`config.mk`:
```
export PLATFORM = sky130hd
export DESIGN_NAME = seq_alu_flat
export DESIGN_NICKNAME = d
export VERILOG_FILES = /design/src/rtl/seq_alu_if.sv /design/src/rtl/seq_alu.sv /design/src/flat_wrapper.sv
export SDC_FILE = /design/constraint.sdc
export NUM_CORES = 1
export LEC_CHECK = 0
export CORE_MARGIN = 4
export CORE_UTILIZATION = 55
export DETAILED_ROUTE_END_ITERATION = 10
export PLACE_DENSITY = 0.84
export SYNTH_ARGS = -nofsm -noshare
export SYNTH_HDL_FRONTEND = slang
export SYNTH_SLANG_ARGS = --single-unit
```
`constraint.sdc`:
```
create_clock -name clk -period 13.2 [get_ports clk]
set_input_delay 2.64 -clock clk [delete_from_list [all_inputs] [get_ports clk]]
set_output_delay 2.64 -clock clk [all_outputs]
set_load 0.02 [all_outputs]
```
`src/rtl/seq_alu_if.sv`:
```
// rtl/seq_alu_if.sv - request/response handshake bundle for the sequential ALU
interface seq_alu_if #(
    parameter int WIDTH = 32
);
    logic             in_valid;
    logic             in_ready;
    logic [WIDTH-1:0] srca;
    logic [WIDTH-1:0] srcb;
    logic [3:0]       alucontrol;
    logic             out_valid;
    logic             out_ready;
    logic [WIDTH-1:0] aluout;
    logic             zero;
    logic [WIDTH-1:0] hi;
    logic [WIDTH-1:0] lo;
    logic             div_by_zero;

    modport master (
        output in_valid, srca, srcb, alucontrol, out_ready,
        input  in_ready, out_valid, aluout, zero, hi, lo, div_by_zero
    );

    modport slave (
        input  in_valid, srca, srcb, alucontrol, out_ready,
        output in_ready, out_valid, aluout, zero, hi, lo, div_by_zero
    );
endinterface

```
`src/rtl/seq_alu.sv`:
```
// rtl/seq_alu.sv - MIPS-style ALU with single-cycle ops and bit-serial multiply/divide
module seq_alu #(
    parameter int WIDTH = 32
) (
    input  logic      clk,
    input  logic      reset,
    seq_alu_if.slave  bus
);
    localparam int CW = $clog2(WIDTH);

    localparam logic [3:0] OP_AND   = 4'b0000;
    localparam logic [3:0] OP_OR    = 4'b0001;
    localparam logic [3:0] OP_ADD   = 4'b0010;
    localparam logic [3:0] OP_SUB   = 4'b0110;
    localparam logic [3:0] OP_SLT   = 4'b0111;
    localparam logic [3:0] OP_SLTU  = 4'b0101;
    localparam logic [3:0] OP_MULT  = 4'b1000;
    localparam logic [3:0] OP_MULTU = 4'b1001;
    localparam logic [3:0] OP_DIV   = 4'b1010;
    localparam logic [3:0] OP_DIVU  = 4'b1011;
    localparam logic [3:0] OP_MFHI  = 4'b1100;
    localparam logic [3:0] OP_MFLO  = 4'b1101;

    typedef enum logic [1:0] {IDLE, BUSY, DONE} state_t;

    state_t           state_q, state_d;
    logic [3:0]       op_q, op_d;
    logic [WIDTH-1:0] a_q, a_d;
    logic [WIDTH-1:0] b_q, b_d;
    logic [WIDTH-1:0] mcand_q, mcand_d;
    logic [WIDTH-1:0] acc_hi_q, acc_hi_d;
    logic [WIDTH-1:0] acc_lo_q, acc_lo_d;
    logic [CW-1:0]    count_q, count_d;
    logic [WIDTH-1:0] aluout_q, aluout_d;
    logic [WIDTH-1:0] hi_q, hi_d;
    logic [WIDTH-1:0] lo_q, lo_d;
    logic             dbz_q, dbz_d;
    logic             out_valid_q, out_valid_d;
    logic             in_ready_q, in_ready_d;

    // Request decode: long ops work on operand magnitudes, signs are fixed up at the end
    logic             in_long, in_div, in_signed;
    logic [WIDTH-1:0] mag_a_in, mag_b_in;
    logic [WIDTH-1:0] single_res;

    always_comb begin
        in_long   = bus.alucontrol[3] & ~bus.alucontrol[2];
        in_div    = bus.alucontrol[1];
        in_signed = ~bus.alucontrol[0];
        mag_a_in  = (in_signed && bus.srca[WIDTH-1]) ? (~bus.srca + 1'b1) : bus.srca;
        mag_b_in  = (in_signed && bus.srcb[WIDTH-1]) ? (~bus.srcb + 1'b1) : bus.srcb;
    end

    always_comb begin
        single_res = '0;
        case (bus.alucontrol)
            OP_AND:  single_res = bus.srca & bus.srcb;
            OP_OR:   single_res = bus.srca | bus.srcb;
            OP_ADD:  single_res = bus.srca + bus.srcb;
            OP_SUB:  single_res = bus.srca - bus.srcb;
            OP_SLT:  single_res = {{(WIDTH-1){1'b0}}, ($signed(bus.srca) < $signed(bus.srcb))};
            OP_SLTU: single_res = {{(WIDTH-1){1'b0}}, (bus.srca < bus.srcb)};
            OP_MFHI: single_res = hi_q;
            OP_MFLO: single_res = lo_q;
            default: single_res = '0;
        endcase
    end

    // One iteration of shift-add multiply and restoring divide
    logic [WIDTH:0]   mul_sum;
    logic [WIDTH-1:0] mul_hi, mul_lo;
    logic [WIDTH:0]   rem_sh, rem_diff;
    logic             rem_fits;
    logic [WIDTH-1:0] div_hi, div_lo;

    always_comb begin
        mul_sum  = {1'b0, acc_hi_q} + (acc_lo_q[0] ? {1'b0, mcand_q} : '0);
        mul_hi   = mul_sum[WIDTH:1];
        mul_lo   = {mul_sum[0], acc_lo_q[WIDTH-1:1]};
        rem_sh   = {acc_hi_q, acc_lo_q[WIDTH-1]};
        rem_diff = rem_sh - {1'b0, mcand_q};
        rem_fits = ~rem_diff[WIDTH];
        div_hi   = rem_fits ? rem_diff[WIDTH-1:0] : rem_sh[WIDTH-1:0];
        div_lo   = {acc_lo_q[WIDTH-2:0], rem_fits};
    end

    logic             a_neg, b_neg, op_div;
    logic [2*WIDTH-1:0] prod_fix;
    logic [WIDTH-1:0] quo_fix, rem_fix;

    always_comb begin
        op_div   = op_q[1];
        a_neg    = ~op_q[0] & a_q[WIDTH-1];
        b_neg    = ~op_q[0] & b_q[WIDTH-1];
        prod_fix = {mul_hi, mul_lo};
        if (a_neg ^ b_neg) begin
            prod_fix = ~prod_fix + 1'b1;
        end
        quo_fix = (a_neg ^ b_neg) ? (~div_lo + 1'b1) : div_lo;
        rem_fix = a_neg ? (~div_hi + 1'b1) : div_hi;
    end

    always_comb begin
        state_d     = state_q;
        op_d        = op_q;
        a_d         = a_q;
        b_d         = b_q;
        mcand_d     = mcand_q;
        acc_hi_d    = acc_hi_q;
        acc_lo_d    = acc_lo_q;
        count_d     = count_q;
        aluout_d    = aluout_q;
        hi_d        = hi_q;
        lo_d        = lo_q;
        dbz_d       = dbz_q;
        out_valid_d = out_valid_q;
        case (state_q)
            IDLE: begin
                if (bus.in_valid) begin
                    op_d = bus.alucontrol;
                    a_d  = bus.srca;
                    b_d  = bus.srcb;
                    if (in_long) begin
                        acc_hi_d = '0;
                        acc_lo_d = in_div ? mag_a_in : mag_b_in;
                        mcand_d  = in_div ? mag_b_in : mag_a_in;
                        count_d  = '0;
                        state_d  = BUSY;
                    end else begin
                        aluout_d    = single_res;
                        dbz_d       = 1'b0;
                        out_valid_d = 1'b1;
                        state_d     = DONE;
                    end
                end
            end
            BUSY: begin
                acc_hi_d = op_div ? div_hi : mul_hi;
                acc_lo_d = op_div ? div_lo : mul_lo;
                count_d  = count_q + 1'b1;
                if (count_q == CW'(WIDTH-1)) begin
                    if (!op_div) begin
                        hi_d  = prod_fix[2*WIDTH-1:WIDTH];
                        lo_d  = prod_fix[WIDTH-1:0];
                        dbz_d = 1'b0;
                    end else if (b_q == '0) begin
                        hi_d  = a_q;
                        lo_d  = '1;
                        dbz_d = 1'b1;
                    end else begin
                        hi_d  = rem_fix;
                        lo_d  = quo_fix;
                        dbz_d = 1'b0;
                    end
                    aluout_d    = lo_d;
                    out_valid_d = 1'b1;
                    state_d     = DONE;
                end
            end
            DONE: begin
                if (bus.out_ready) begin
                    out_valid_d = 1'b0;
                    state_d     = IDLE;
                end
            end
            default: state_d = IDLE;
        endcase
        in_ready_d = (state_d == IDLE);
    end

    always_ff @(posedge clk or posedge reset) begin
        if (reset) begin
            state_q     <= IDLE;
            op_q        <= '0;
            a_q         <= '0;
            b_q         <= '0;
            mcand_q     <= '0;
            acc_hi_q    <= '0;
            acc_lo_q    <= '0;
            count_q     <= '0;
            aluout_q    <= '0;
            hi_q        <= '0;
            lo_q        <= '0;
            dbz_q       <= 1'b0;
            out_valid_q <= 1'b0;
            in_ready_q  <= 1'b1;
        end else begin
            state_q     <= state_d;
            op_q        <= op_d;
            a_q         <= a_d;
            b_q         <= b_d;
            mcand_q     <= mcand_d;
            acc_hi_q    <= acc_hi_d;
            acc_lo_q    <= acc_lo_d;
            count_q     <= count_d;
            aluout_q    <= aluout_d;
            hi_q        <= hi_d;
            lo_q        <= lo_d;
            dbz_q       <= dbz_d;
            out_valid_q <= out_valid_d;
            in_ready_q  <= in_ready_d;
        end
    end

    assign bus.in_ready    = in_ready_q;
    assign bus.out_valid   = out_valid_q;
    assign bus.aluout      = aluout_q;
    assign bus.zero        = (aluout_q == '0);
    assign bus.hi          = hi_q;
    assign bus.lo          = lo_q;
    assign bus.div_by_zero = dbz_q;
endmodule

```
`src/flat_wrapper.sv`:
```
// flat-port wrapper written by rule: the top's interface ports become plain ports
module seq_alu_flat 
#(
    parameter int WIDTH = 32
)
  (clk, reset, bus_in_valid, bus_srca, bus_srcb, bus_alucontrol, bus_out_ready, bus_in_ready, bus_out_valid, bus_aluout, bus_zero, bus_hi, bus_lo, bus_div_by_zero);
  seq_alu_if #(.WIDTH(WIDTH)) bus_i ();
  input  logic clk;
  input  logic reset;
  input wire logic [$bits(bus_i.in_valid)-1:0] bus_in_valid;
  input wire logic [$bits(bus_i.srca)-1:0] bus_srca;
  input wire logic [$bits(bus_i.srcb)-1:0] bus_srcb;
  input wire logic [$bits(bus_i.alucontrol)-1:0] bus_alucontrol;
  input wire logic [$bits(bus_i.out_ready)-1:0] bus_out_ready;
  output wire logic [$bits(bus_i.in_ready)-1:0] bus_in_ready;
  output wire logic [$bits(bus_i.out_valid)-1:0] bus_out_valid;
  output wire logic [$bits(bus_i.aluout)-1:0] bus_aluout;
  output wire logic [$bits(bus_i.zero)-1:0] bus_zero;
  output wire logic [$bits(bus_i.hi)-1:0] bus_hi;
  output wire logic [$bits(bus_i.lo)-1:0] bus_lo;
  output wire logic [$bits(bus_i.div_by_zero)-1:0] bus_div_by_zero;
  assign bus_i.in_valid = bus_in_valid;
  assign bus_i.srca = bus_srca;
  assign bus_i.srcb = bus_srcb;
  assign bus_i.alucontrol = bus_alucontrol;
  assign bus_i.out_ready = bus_out_ready;
  assign bus_in_ready = bus_i.in_ready;
  assign bus_out_valid = bus_i.out_valid;
  assign bus_aluout = bus_i.aluout;
  assign bus_zero = bus_i.zero;
  assign bus_hi = bus_i.hi;
  assign bus_lo = bus_i.lo;
  assign bus_div_by_zero = bus_i.div_by_zero;
  seq_alu #(.WIDTH(WIDTH)) u_core (.clk(clk), .reset(reset), .bus(bus_i));
endmodule
```
### Word level (Yosys, flattened, before mapping)

Index checks and enable logic that the tools add are counted.

| word-level totals | value |
|---|---|
| word-level logic and storage cells | 116 |
| output and inout port bits | 100 |
| register bits after elaboration | 268 |
| input port bits | 72 |

| operators by class | value |
|---|---|
| reductions and logical operators | 15 |
| mux-type cells | 45 |
| order comparisons | 2 |
| $add $sub $neg | 10 |
| bitwise gates (word level) | 15 |
| equality and inequality tests | 15 |

Operator list:

| operator | count |
|---|---|
| $mux W32 | 21 |
| $pmux W32 S8 | 1 |
| $pmux W32 S2 | 3 |
| $add A32 B1 Y32 const B | 4 |
| $not A32 Y32 | 4 |
| $add A64 B1 Y64 const B | 1 |
| $logic_not A32 Y1 | 2 |
| $lt A32 B32 Y1 | 2 |
| $mux W64 | 1 |
| $not A64 Y64 | 1 |
| $add A32 B33 Y33 | 1 |
| $sub A33 B32 Y33 | 1 |
| $add A32 B32 Y32 | 1 |
| $and A32 B32 Y32 | 1 |
| $or A32 B32 Y32 | 1 |
| $sub A32 B32 Y32 | 1 |
| $eq A4 B3 Y1 const B | 3 |
| $mux W5 | 2 |
| $pmux W5 S2 | 1 |
| $mux W1 | 9 |
| $eq A4 B4 Y1 const B | 2 |
| $mux W2 | 4 |
| $ne A2 B2 Y1 const B | 3 |
| $pmux W2 S3 | 1 |
| 21 further kinds | 31 |

### Depth between registers and ports, before layout

| logic depth | value |
|---|---|
| word-level depth | 9 |
| depth in mapped cells | 22 |
| depth with buffers taken out | 20 |

### Least setup slack after synthesis

Ideal clock, no wire load.

| path | value |
|---|---|
| path type | in2reg |
| start | input bus_srcb[0] |
| end | register u_core.aluout_q[22] (netlist: u_core.bus.aluout[22]) |
| arrival time | 6015 ps |
| data required time | 13074 ps |
| cell stages on the path | 14 |
| slack | 7059 ps |
| library setup time | 126 ps |
| path through | ha_1 fa_1 a21o_1 a21o_1 a2111o_1 nand3_1 a2111oi_0 or3_1 a21o_1 a21o_1 a31oi_1 nor2_1 or4_1 a221o_1 |

| on the way | value |
|---|---|
| longest elaborated chain between the ends | 5 |
| elaborated cells on any way between the ends | 6 |

RTL lines:

| element | RTL line | source |
|---|---|---|
| from (decl) | flat_wrapper.sv:12 | `input wire logic [$bits(bus_i.srcb)-1:0] bus_srcb;` |
| $sub A32 B32 Y32 / $add A32 B32 Y32 (equally long branches) | seq_alu.sv:60, seq_alu.sv:59 |  |
| $pmux W32 S8 (*) | seq_alu.sv:56 | `case (bus.alucontrol)` |
| $mux W32 (*) | seq_alu.sv:123 | `if (in_long) begin` |
| $mux W32 (*) | seq_alu.sv:119 | `if (bus.in_valid) begin` |
| $pmux W32 S2 (*) | seq_alu.sv:117 | `case (state_q)` |
| to (signal assigned) | seq_alu.sv:196 | `aluout_q <= aluout_d;` |
| to (decl) | seq_alu.sv:34 | `logic [WIDTH-1:0] aluout_q, aluout_d;` |

Every way passes the cells marked *; elsewhere a longest branch is shown, timed or not. The select of a mux whose other input is x is not followed.
A chain may end at the register's enable or synchronous reset.

### Final worst setup path

| path | value |
|---|---|
| start | input bus_srca[8] |
| end | register u_core.aluout_q[0] (netlist: u_core.bus.aluout[0]) |

| on the way | value |
|---|---|
| longest elaborated chain between the ends | 5 |
| elaborated cells on any way between the ends | 6 |

RTL lines:

| element | RTL line | source |
|---|---|---|
| from (decl) | flat_wrapper.sv:11 | `input wire logic [$bits(bus_i.srca)-1:0] bus_srca;` |
| $lt A32 B32 Y1, on equally long branches | seq_alu.sv:62, seq_alu.sv:61 |  |
| $pmux W32 S8 (*) | seq_alu.sv:56 |  |
| $mux W32 (*) | seq_alu.sv:123 |  |
| $mux W32 (*) | seq_alu.sv:119 |  |
| $pmux W32 S2 (*) | seq_alu.sv:117 |  |

Marks and branches as above.

==> impl_metrics.json <==
{
  "cts_tree": "done",
  "place_congestion": 0.999,
  "crit_arrival_ns": 7.25,
  "skew_ns": 0.0245,
  "outcome": "finished clean",
  "hold_viol": 0,
  "die_x_um": 225,
  "routed_wl_mm": 97.9,
  "syn2layout_area_growth_pct": 11.3,
  "wl_per_cell_um": 24.7,
  "clock-sinks": 268,
  "reg2reg_setup_slack_ns": 6.62,
  "r2r_end": "u_core.bus.hi[31]",
  "initial_utilization_pct": 55.5,
  "synthArstFlopShare_pct": 100,
  "startpoint_type": "primary input",
  "fmax_ghz": 0.146,
  "ctsLongestPathBuffers": 3,
  "syn_nets": 3555,
  "syn_inst": 3312,
  "worst_pin_slew_ns": 1.38,
  "die_area_mm2": 0.0504,
  "die_y_um": 225,
  "syn-cell-area_mm2": 0.0258,
  "nNetsFinal": 3572,
  "synthTopCellsByArea": "dfrtp_1 (26%), ha_1 (8.1%), nand2_1 (5.5%), o21ai_0 (5.3%), a21oi_1 (5.1%)",
  "timing.setup.tns_ns": 0,
  "avgViaCountPerCell": 6.81,
  "relSlewSlack_pct": 7.62,
  "drive_above_1_share_pct": 6.72,
  "path_class": "primary input to register",
  "powerDensity_mw_per_mm2": 243,
  "htree_levels": 1,
  "hold_path_class": "register to register",
  "fin_crit_sh_pct": 51.7,
  "post_cts_buffers": 0,
  "io_pins": 172,
  "ant_nets": 0,
  "synth_area_leader_cell": "dfrtp_1",
  "drc_errors": 0,
  "port_buffers": 171,
  "yosysSeqAreaShare_pct": 26.0,
  "drtPass1Iterations": 9,
  "utilization_pct": 61.8,
  "dp_hpwl_mm": 72.5,
  "synth_edf_count": 0,
  "route.vias.total": 27000,
  "finalSetupViolations": 0,
  "holdCritStartpoint": "u_core.bus.out_valid",
  "postCtsHoldBufs": 0,
  "ys_ff_latch": 268,
  "finalPower_uw": 6970,
  "coreArea_mm2": 0.0465,
  "cts-resized-gates": 0,
  "drv_slew": 0,
  "overflow": 0,
  "fin_crit_ns": 6.83,
  "timing.rr.start": "u_core.acc_lo_q[31]",
  "peakVddDrop_mv": 0.190,
  "ys_types": 91,
  "holdPathStages": 2,
  "grt_pass1_wl_mm": 148,
  "syn_area_per_cell_um2": 7.79,
  "drt_iter0_markers": 3789,
  "grt_usage_pct": 37.1,
  "hold-path-endpoint": "u_core.bus.out_valid",
  "cts_buffers": 29,
  "cp-end-kind": "register",
  "synth_warnings": 0,
  "grt_pass1_vias": 24800,
  "maxCapViolations": 0,
  "worstSkewPairLatency_ns": 0.60,
  "antenna_found_initial": 2,
  "ys.flop_type": "dfrtp_1",
  "path_clk_slew_ns": 0.06,
  "p_leak_uw": 0.0126,
  "grt_max_degree": 134,
  "synth.top_cell.area_share_pct": 25.9,
  "cp.required_ns": 13.63,
  "ff2ff_path_depth": 17,
  "rsz0062_at_grt": "no",
  "root_buffer": "clkbuf_16",
  "cp_max_fo": 8,
  "fp-row-count": 79
}
==> synth_stat cells (24+ instances only) <==
cell type,count
o211ai_1,38
a211oi_1,35
clkbuf_1,197
o21ai_0,273
ha_1,167
nand3_1,49
o221ai_1,27
a21oi_1,263
nand2_1,378
a221o_1,31
xor2_1,68
mux2_2,72
xnor2_1,146
a21o_1,70
or3_1,28
mux2i_1,87
dfrtp_1,267
inv_1,152
nor3_1,51
o31ai_1,24
nor2_1,304
nand4_1,28
nor4_1,53
a31oi_1,54
nand2b_1,27
a221oi_1,25
==> power breakdown <==
part / internal (uW) / switching (uW)
Combinational: 1760 / 2890
Sequential: 1110 / 372
Clock: 475 / 370
Total: 3340 / 3630
==> worst max-delay path: stages <==
cell and delay, ns:
clkdlybuf4s50_1 0.67, inv_1 0.11, ha_1 0.36, nor4_1 0.48
nor3b_1 0.30, o21ai_0 0.20, a2111oi_0 0.78, o31ai_1 0.28
a31oi_1 0.48, a21boi_0 0.28, o31a_1 0.30, o31ai_1 0.23
nand4_1 0.13
==> worst max-delay path by stage <==
| stage | startpoint | slack, ns | end | depth (start not counted) |
|---|---|---|---|---|
| finish | bus_srca[8] | 6.37 | u_core.bus.aluout[0] | 13 |
| detailed placement | bus_srca[9] | 6.00 | u_core.bus.aluout[0] | 13 |
| global route | bus_srca[9] | 6.18 | u_core.bus.aluout[30] | 13 |
| floorplan | reset | 3.18 | u_core.a_q[0] | 1 |
| CTS | bus_srcb[2] | 6.59 | u_core.bus.aluout[0] | 15 |
| global placement | bus_srcb[0] | 6.05 | u_core.bus.aluout[22] | 15 |
==> metrics by stage <==
stage	instance area, um2	std cells	hold WS (ns)	setup WS, ns
floorplan	25800	3312	0.450	3.18
detailed placement	27800	3905	0.467	6.00
global placement	27800	3905	0.460	6.05
finish	28700	3958	0.479	6.37
CTS	28700	3957	0.482	6.59
global route	28700	3958	0.504	6.18
==> sequential cells by signal, summed over array words and instances (netlist names) <==
name and flops:
u_core.a_q 32, u_core.acc_hi_q 32, u_core.acc_lo_q 32, u_core.b_q 32, u_core.bus.aluout 32, u_core.bus.hi 32
u_core.bus.lo 32, u_core.mcand_q 32, u_core.count_q 5, u_core.op_q 2, u_core.state_q 2, u_core.bus.div_by_zero 1
u_core.bus.in_ready 1, u_core.bus.out_valid 1
==> area by class of cell <==
cell class / count / area (um2)
multi-input cells: 2666 / 17700
inverters: 154 / 586
flip-flops and latches: 268 / 6710
repair buffers: 210 / 2000
clock inverters: 11 / 118
well taps: 607 / 759
fillers: 4134 / 17700
diodes: 1 / 2.50
clock buffers: 41 / 831
==> cell families after synthesis <==
kind of cell,synth area share (%)
compound gates,27.2
mux,6.52
xor+xnor,7.27
buf+inv,5.61
flops,26.0
simple gates,19.0
fa+ha+maj,8.41
==> placed cells by master, fill, tap and decap left out, types with 15 or more instances in the layout <==
cell type        instances
nand2_1                377
nor2_1                 300
o21ai_0                273
dfrtp_1                266
a21oi_1                263
clkdlybuf4s50_1        170
ha_1                   167
inv_1                  151
xnor2_1                145
mux2i_1                 87
mux2_2                  72
a21o_1                  70
xor2_1                  68
a31oi_1                 54
nor4_1                  52
nor3_1                  49
nand3_1                 49
buf_4                   39
o211ai_1                38
a211oi_1                35
a221o_1                 31
clkbuf_16               29
nand4_1                 28
or3_1                   28
o221ai_1                27
nand2b_1                25
a221oi_1                25
o31ai_1                 24
a22oi_1                 23
o21a_1                  22
and2_1                  20
nor2b_1                 19
and3_1                  17
a22o_1                  17
o2111ai_1               15
o21bai_1                15
==> routing by layer <==
metal | GRT usage (%) | wire (um) | vias to the layer above | part of all wire [%]
met1 | 49.3 | 37700 | 12700 | 39
met2 | 56.0 | 42100 | 1746 | 43
li1 | - | - | 12100 | -
met4 | 23.2 | 8070 | 0 | 8.2
met3 | 6.70 | 10000 | 401 | 10
met5 | 0 | 0 | - | 0
Note: power is estimated with default switching activity, not from simulation.
